**config.mk**
```make
export PLATFORM = sky130hd
export DESIGN_NAME = seq0110_scan_arbiter
export DESIGN_NICKNAME = d
export VERILOG_FILES = /design/src/rtl/seq0110_pkg.sv /design/src/rtl/seq0110_core.sv /design/src/rtl/seq0110_scan_arbiter.sv
export SDC_FILE = /design/constraint.sdc
export NUM_CORES = 1
export LEC_CHECK = 0
export CAP_MARGIN = 20
export CELL_PAD_IN_SITES_DETAIL_PLACEMENT = 0
export CELL_PAD_IN_SITES_GLOBAL_PLACEMENT = 1
export CORE_MARGIN = 8
export CORE_UTILIZATION = 30
export DETAILED_ROUTE_END_ITERATION = 10
export GPL_ROUTABILITY_DRIVEN = 0
export HOLD_SLACK_MARGIN = 0.08
export PLACE_DENSITY_LB_ADDON = 0.05
export SLEW_MARGIN = 20
export SYNTH_ARGS = -nofsm -noshare
export SYNTH_HDL_FRONTEND = slang
export SYNTH_HIERARCHICAL = 1
export SYNTH_SLANG_ARGS = --single-unit
```
**constraint.sdc**
```tcl
create_clock -name clk -period 4.11 [get_ports clk]
set_input_delay 1.233 -clock clk [delete_from_list [all_inputs] [get_ports clk]]
set_output_delay 1.233 -clock clk [all_outputs]
set_load 0.02 [all_outputs]
```
**src/rtl/seq0110_pkg.sv**
```systemverilog
// seq0110_pkg: shared state encodings for the 0110 scan arbiter and its detector core.
`default_nettype none
package seq0110_pkg;

    typedef enum logic [1:0] {
        S0 = 2'd0,
        S1 = 2'd1,
        S2 = 2'd2,
        S3 = 2'd3
    } det_state_t;

    typedef enum logic [1:0] {
        IDLE  = 2'd0,
        SHIFT = 2'd1,
        DONE  = 2'd2
    } ctl_state_t;

endpackage
`default_nettype wire

```
**src/rtl/seq0110_core.sv**
```systemverilog
// seq0110_core: bit-serial Mealy detector for the pattern 0110 (overlaps allowed).
`default_nettype none
module seq0110_core
    import seq0110_pkg::*;
(
    input  logic clk,
    input  logic reset,
    input  logic clr,
    input  logic en,
    input  logic x,
    output logic z
);

    det_state_t state_q, state_d;

    always_ff @(posedge clk) begin
        if (reset || clr) begin
            state_q <= S0;
        end else if (en) begin
            state_q <= state_d;
        end
    end

    always_comb begin
        state_d = state_q;
        z       = 1'b0;
        case (state_q)
            S0: state_d = x ? S0 : S1;
            S1: state_d = x ? S2 : S1;
            S2: state_d = x ? S3 : S1;
            S3: begin
                state_d = x ? S0 : S1;
                z       = en && !x;
            end
            default: state_d = S0;
        endcase
    end

endmodule
`default_nettype wire

```
**src/rtl/seq0110_scan_arbiter.sv**
```systemverilog
// seq0110_scan_arbiter: round-robin share of one 0110 detector between two word producers;
// each granted word is shifted MSB-first and its match count returned with the requester ID.
`default_nettype none
module seq0110_scan_arbiter
    import seq0110_pkg::*;
#(
    parameter int W  = 8,
    parameter int CW = $clog2(W + 1)
) (
    input  logic            clk,
    input  logic            reset,
    input  logic [1:0]      req_valid,
    input  logic [2*W-1:0]  req_data,
    output logic [1:0]      req_ready,
    output logic            rsp_valid,
    input  logic            rsp_ready,
    output logic            rsp_id,
    output logic [CW-1:0]   rsp_count,
    output logic            rsp_hit,
    output logic            busy
);

    localparam int IW = $clog2(W);

    ctl_state_t     state_q, state_d;
    logic           rr_q, rr_d;
    logic [W-1:0]   word_q, word_d;
    logic [IW-1:0]  idx_q, idx_d;
    logic [CW-1:0]  count_q, count_d;
    logic           rsp_id_q, rsp_id_d;
    logic [CW-1:0]  rsp_count_q, rsp_count_d;
    logic           rsp_hit_q, rsp_hit_d;

    logic           gnt_id;
    logic           det_clr, det_en, det_x, det_z;
    logic [CW-1:0]  count_inc;

    seq0110_core u_core (
        .clk   (clk),
        .reset (reset),
        .clr   (det_clr),
        .en    (det_en),
        .x     (det_x),
        .z     (det_z)
    );

    // Pointer owner wins if it is asking; otherwise the other requester may take the slot.
    assign gnt_id    = req_valid[rr_q] ? rr_q : ~rr_q;
    assign count_inc = (det_z && (count_q != {CW{1'b1}})) ? count_q + CW'(1) : count_q;

    always_ff @(posedge clk) begin
        if (reset) begin
            state_q     <= IDLE;
            rr_q        <= 1'b0;
            word_q      <= '0;
            idx_q       <= '0;
            count_q     <= '0;
            rsp_id_q    <= 1'b0;
            rsp_count_q <= '0;
            rsp_hit_q   <= 1'b0;
        end else begin
            state_q     <= state_d;
            rr_q        <= rr_d;
            word_q      <= word_d;
            idx_q       <= idx_d;
            count_q     <= count_d;
            rsp_id_q    <= rsp_id_d;
            rsp_count_q <= rsp_count_d;
            rsp_hit_q   <= rsp_hit_d;
        end
    end

    always_comb begin
        state_d     = state_q;
        rr_d        = rr_q;
        word_d      = word_q;
        idx_d       = idx_q;
        count_d     = count_q;
        rsp_id_d    = rsp_id_q;
        rsp_count_d = rsp_count_q;
        rsp_hit_d   = rsp_hit_q;
        req_ready   = 2'b00;
        det_clr     = 1'b0;
        det_en      = 1'b0;
        det_x       = word_q[idx_q];
        case (state_q)
            IDLE: begin
                if (|req_valid) begin
                    req_ready[gnt_id] = 1'b1;
                    word_d   = gnt_id ? req_data[2*W-1:W] : req_data[W-1:0];
                    rsp_id_d = gnt_id;
                    idx_d    = IW'(W - 1);
                    count_d  = '0;
                    det_clr  = 1'b1;
                    state_d  = SHIFT;
                end
            end
            SHIFT: begin
                det_en  = 1'b1;
                count_d = count_inc;
                if (idx_q == '0) begin
                    rsp_count_d = count_inc;
                    rsp_hit_d   = (count_inc != '0);
                    state_d     = DONE;
                end else begin
                    idx_d = idx_q - IW'(1);
                end
            end
            DONE: begin
                if (rsp_ready) begin
                    rr_d    = ~rsp_id_q;
                    state_d = IDLE;
                end
            end
            default: state_d = IDLE;
        endcase
    end

    assign rsp_valid = (state_q == DONE);
    assign busy      = (state_q != IDLE);
    assign rsp_id    = rsp_id_q;
    assign rsp_count = rsp_count_q;
    assign rsp_hit   = rsp_hit_q;

endmodule
`default_nettype wire

```
* Word-level counts from Yosys, hierarchy flattened
Index checks and enable logic that the tools add are counted.
** Storage, ports and cells
- Memories kept :: 0
- Output and inout port bits :: 10
- Bits in latches :: 0
- Bits in writable memories :: 0
- Word-level logic and storage cells :: 74
- ROM bits :: 0
- Flip-flop bits (word level) :: 26
** Operators by class
- Mux-type cells :: 28
- Equal/unequal tests :: 10
- Order comparisons :: 4
- $mul :: 0
- Shifts and indexed selects :: 0
- Div/mod/pow operators :: 0
- Bitwise logic cells :: 2
- $add $sub $neg :: 2
- Reductions and logical operators :: 19
** Operator list (number)
- 2-to-1 mux 2 bit :: 7
- one-hot mux 2 bit (3 select lines) :: 2
- 2-to-1 mux 1 bit :: 10
- 2-to-1 mux 4 bit :: 2
- 2-to-1 mux 8 bit :: 1
- one-hot mux 4 bit (2 select lines) :: 1
- AND reduction 2 bit :: 4
- equality test 2 bit, second input constant :: 3
- 2-to-1 mux 3 bit :: 2
- != test 2 bit, second input constant :: 3
- one-hot mux 3 bit (2 select lines) :: 1
- AND reduction 3 bit :: 2
- adder 4 x 1 -> 4 bit, second input constant :: 1
- equality test 2 x 1 -> 1 bit, second input constant :: 2
- zero test 2 bit :: 2
- < comparator 1 x 2 -> 1 bit, second input constant :: 2
- < comparator 3 x 4 -> 1 bit, second input constant :: 1
- != test 4 bit, second input constant :: 1
- nonzero test 2 bit :: 2
- nonzero test 4 bit :: 1
- OR reduction 2 bit :: 2
- binary-select mux 1 bit (select 3 bit) :: 1
- logical AND 1 bit :: 3
- zero test 3 bit :: 1
- other kinds (7) :: 8

* Longest topological paths before layout
- Depth in word-level cells :: 9
- Gate-level depth with buffers :: 9
- Depth with buffers taken out :: 7

* Cells and area by module
The synthesis kept the hierarchy.
** By module, submodules not included
- seq0110_scan_arbiter :: area each 1291.2 um^2, instances 1, seq. area each 480.5 um^2, cells an instance 134
- seq0110_core :: area each 145.1 um^2, instances 1, seq. area each 40.0 um^2, cells an instance 16

* Least setup slack after synthesis
No wires, ideal clock.
- Kind :: input port to output port
- From :: input req_valid[0]
- To :: output req_ready[1]
- Arrival :: 1.894 ns
- Cell stages on the path :: 4
- Slack :: 0.983 ns
- Cells stage by stage :: nor2_1 or2_1 buf_6 nor2_1
** Between the ends
- Longest elaborated chain between the ends :: 9
- Elaborated cells on any way between the ends :: 11
- Classes of those cells :: order compare: 2; mux: 7; reduce/logical: 2
** Ends and longest elaborated chain
- start, declared :: line seq0110_scan_arbiter.sv:12 : input logic [1:0] req_valid,
- 2-to-1 mux 1 bit (implied by the code) (2 in a row) :: line seq0110_scan_arbiter.sv:48 : assign gnt_id = req_valid[rr_q] ? rr_q : ~rr_q;
- 2-to-1 mux 1 bit :: line seq0110_scan_arbiter.sv:48
- < comparator 1 x 2 -> 1 bit (implied by the code) / greater-or-equal comparator 1 bit (equally long branches) :: line seq0110_scan_arbiter.sv:89 : req_ready[gnt_id] = 1'b1;
- logical AND 1 bit (implied by the code) :: line seq0110_scan_arbiter.sv:89
- 2-to-1 mux 1 bit (implied by the code) :: line seq0110_scan_arbiter.sv:89
- demux 1 bit (select 1 bit) :: line seq0110_scan_arbiter.sv:89
- 2-to-1 mux 2 bit (*) :: line seq0110_scan_arbiter.sv:88 : if (|req_valid) begin
- 2-to-1 mux 2 bit (*) :: line seq0110_scan_arbiter.sv:86 : case (state_q)
- end, declared :: line seq0110_scan_arbiter.sv:14 : output logic [1:0] req_ready,
Mark *: on every way between the ends. The rest lies on a longest branch, timed or not. The select of a mux whose other input is x is not followed.

* Worst setup path in the final report
Ends and elaborated chain as after synthesis.

==> results.md <==
- Run status: finished, final reports clean
- Dpl ws: 0.05117 ns
- Io pins: 31
- FP Rows: 25
- Worst path depth: 5
- CTS sink count: 26
- RSZ-0062 raised after global routing: false
- Register bit total from synthesis: 26
- Post-CTS sizing: 0
- Setup Viol. Count Final: 0
- Post-detail-place hpwl: 2471 µm
- Most frequent cells in the layout: clkdlybuf4s50_1, dfxtp_1, nor2_1, mux2i_1, a211oi_2
- Vias in the first global route: 1205
- GR Util All Layers: 9.082%
- Total gr overflow: 0
- Slowest CP cell: clkdlybuf4s50_1
- Final ANT Viol Nets: 0
- Crit Path Max Fanout: 3
- Required time of the critical path: 2.88 ns
- Detailed-route vias per instance: 5.142
- Post-Synthesis Cells: 150
- Post-Syn Area: 0.001436 mm²
- Number of max-cap violations: 0
- Peak supply drop: 0.1318 mV
- Largest net degree at the start of global routing: 22
- Overall Power: 0.0006490 W
- Syn_nets: 177
- Setup_tns: 0 ns
- Root Driver: clkbuf_8
- Final Cycle Share: 97.09%
- Worst Setup Path Type: in -> out
- Syn_area_per_cell: 9.576 µm²
- Clock Pin Slew Worst Setup and Hold Paths: 0.09 ns
- CTS tree: built
- Arrival @ worst endpoint: 2.76 ns
- Fin. max-slew vios: 0
- First-pass GRT wire length: 5506 µm
- Ys async rst share: 0%
- DR WL/cell: 14.08 µm
- CP max stage delay: 0.61 ns
- Ys flop type: dfxtp_1
- Dpl cells: 228
- Die Ht: 85.20 µm
- CP cell instances: clkdlybuf4s50_1, nor2_1, or2_1, nor2_1, clkdlybuf4s50_1
- P&R area growth vs syn: 27.09%
- CTS Hold Buffers Added: 0
- Die ar.: 0.007258 mm²
- Max transition margin: 58.66%
- Crit path launch type: primary input
- Area after DPL: 0.001768 mm²
- Fmax: 250.6 MHz
- DRC errors left: 0
- Pre-antenna DRT Iters: 4
- Post-synthesis sequential area ratio: 36.24%
- Antenna violations before repair: 0
- Post-Layout Cell Count: 232
- Port Buf Inserts: 30
- Crit end category: output port
- Antenna fix cells: 0
- Setup clock skew after layout: 0.002307 ns
- Die extent in x: 85.20 µm
- Crit path time final: 3.990 ns
- Clk_lat worst skew: 0.26 ns
- Syn. warnings: 6
- Final hold violation count: 0
- Max H-tree Level: 1
- Cells on Worst Hold Path: 2
- Unique masters post-synth: 42
- Kind of cell adding the most delay to the critical path: buffers and inverters
- Final Net Count: 206
- Leakage: 0.6868 nW
- Iter 0 DRT Violations: 45
- CTS buffer count: 3
- R2R depth: 6
- Final WL: 3267 µm
- Bufs and invs on worst path: 2
- Hold Crit Class: reg -> reg
- Starting Density: 30.82%
- Max clock buf depth: 2
- Post-Layout Inst Area: 0.001826 mm²
- Pwr dens: 355.5 mW/mm²
- Setup WS post-layout: 0.1197 ns
- Most common cell after layout, fill and taps aside: clkdlybuf4s50_1
- Core Footprint: 0.004661 mm²
- Actual slew at the worst max-slew pin: 0.6181 ns
- EDFF count, synth: 0
- Post-CTS setup buffer count: 0
- Share of cells above drive strength 1: 15.17%
- Via count: 1193
[power by group]
part | switching, W | total [W] | leakage [nW] | internal, W
Sequential | 0.0000178 | 0.000294 | 0.214 | 0.000277
Combinational | 0.0000999 | 0.000193 | 0.444 | 0.0000932
Clock | 0.0000760 | 0.000161 | 0.0288 | 0.0000855
Total | 0.000194 | 0.000649 | 0.687 | 0.000455
[cell usage after synthesis, drive strengths merged (4+ instances only)]
| cell type | n | area, µm² |
|---|---|---|
| a211oi | 13 | 142.6 |
| a21oi | 7 | 35.03 |
| a311oi | 4 | 35.03 |
| buf | 6 | 51.29 |
| clkbuf | 4 | 15.01 |
| dfxtp | 26 | 520.5 |
| ha | 6 | 75.07 |
| inv | 6 | 22.52 |
| mux2i | 11 | 110.1 |
| nand2 | 4 | 15.01 |
| nand2b | 5 | 31.28 |
| nand3 | 4 | 20.02 |
| nor2 | 19 | 73.82 |
| nor2b | 4 | 25.02 |
[registers in the layout, indices dropped and copies added (netlist names)]
signal	count
word_q	8
count_q	4
rsp_count	4
idx_q	3
state_q	2
u_core/state_q	2
rr_q	1
rsp_hit	1
rsp_id	1
[cell families after synthesis]
kind of cell	after synthesis	share of synthesized area (%)
muxes	14	11.59
xor gates and xnor gates	1	0.6099
buffers and inverters	17	6.793
and+or+nand+nor	51	18.99
DFF	26	36.24
adders and majority gates	6	5.226
AOI/OAI and AO/OA	35	20.56
[tightest hold or removal path, stage by stage (launching register included)]
cell      delay (ns)
dfxtp_1         0.32
inv_1           0.07
a211oi_1        0.07
[area by class of cell]
cell class	instances	area (µm²)
tap	54	67.56
multi-input combinational	107	818.3
sequential	26	520.5
fill	458	2835
timing repair buffer	34	332.8
clock buffer	4	55.05
inverter	7	31.28
[layer usage]
metal	track usage, %	wire length (µm)	vias to the layer above
met2	16.48	1607	19
met4	2.427	30	0
met3	2.220	154	4
li1	-	-	602
met1	10.21	1475	568
met5	0	0	-
[through the flow]
stage,util (%),hold slack [ns]
after floorplan,-,0.4775
after global placement,37.93,0.4866
after detailed placement,37.93,0.4853
after CTS,39.11,0.4992
after global routing,39.17,0.5160
final,39.17,0.4985
[final timing paths]
path	end	start	slack [ns]
hold reg to reg	rsp_id	rsp_id	0.50
setup reg to reg	count_q[0]	idx_q[0]	1.59
hold / removal	rsp_id	rsp_id	0.50
setup / recovery	req_ready[1]	req_valid[0]	0.12
Note: power is estimated with default switching activity, not from simulation.
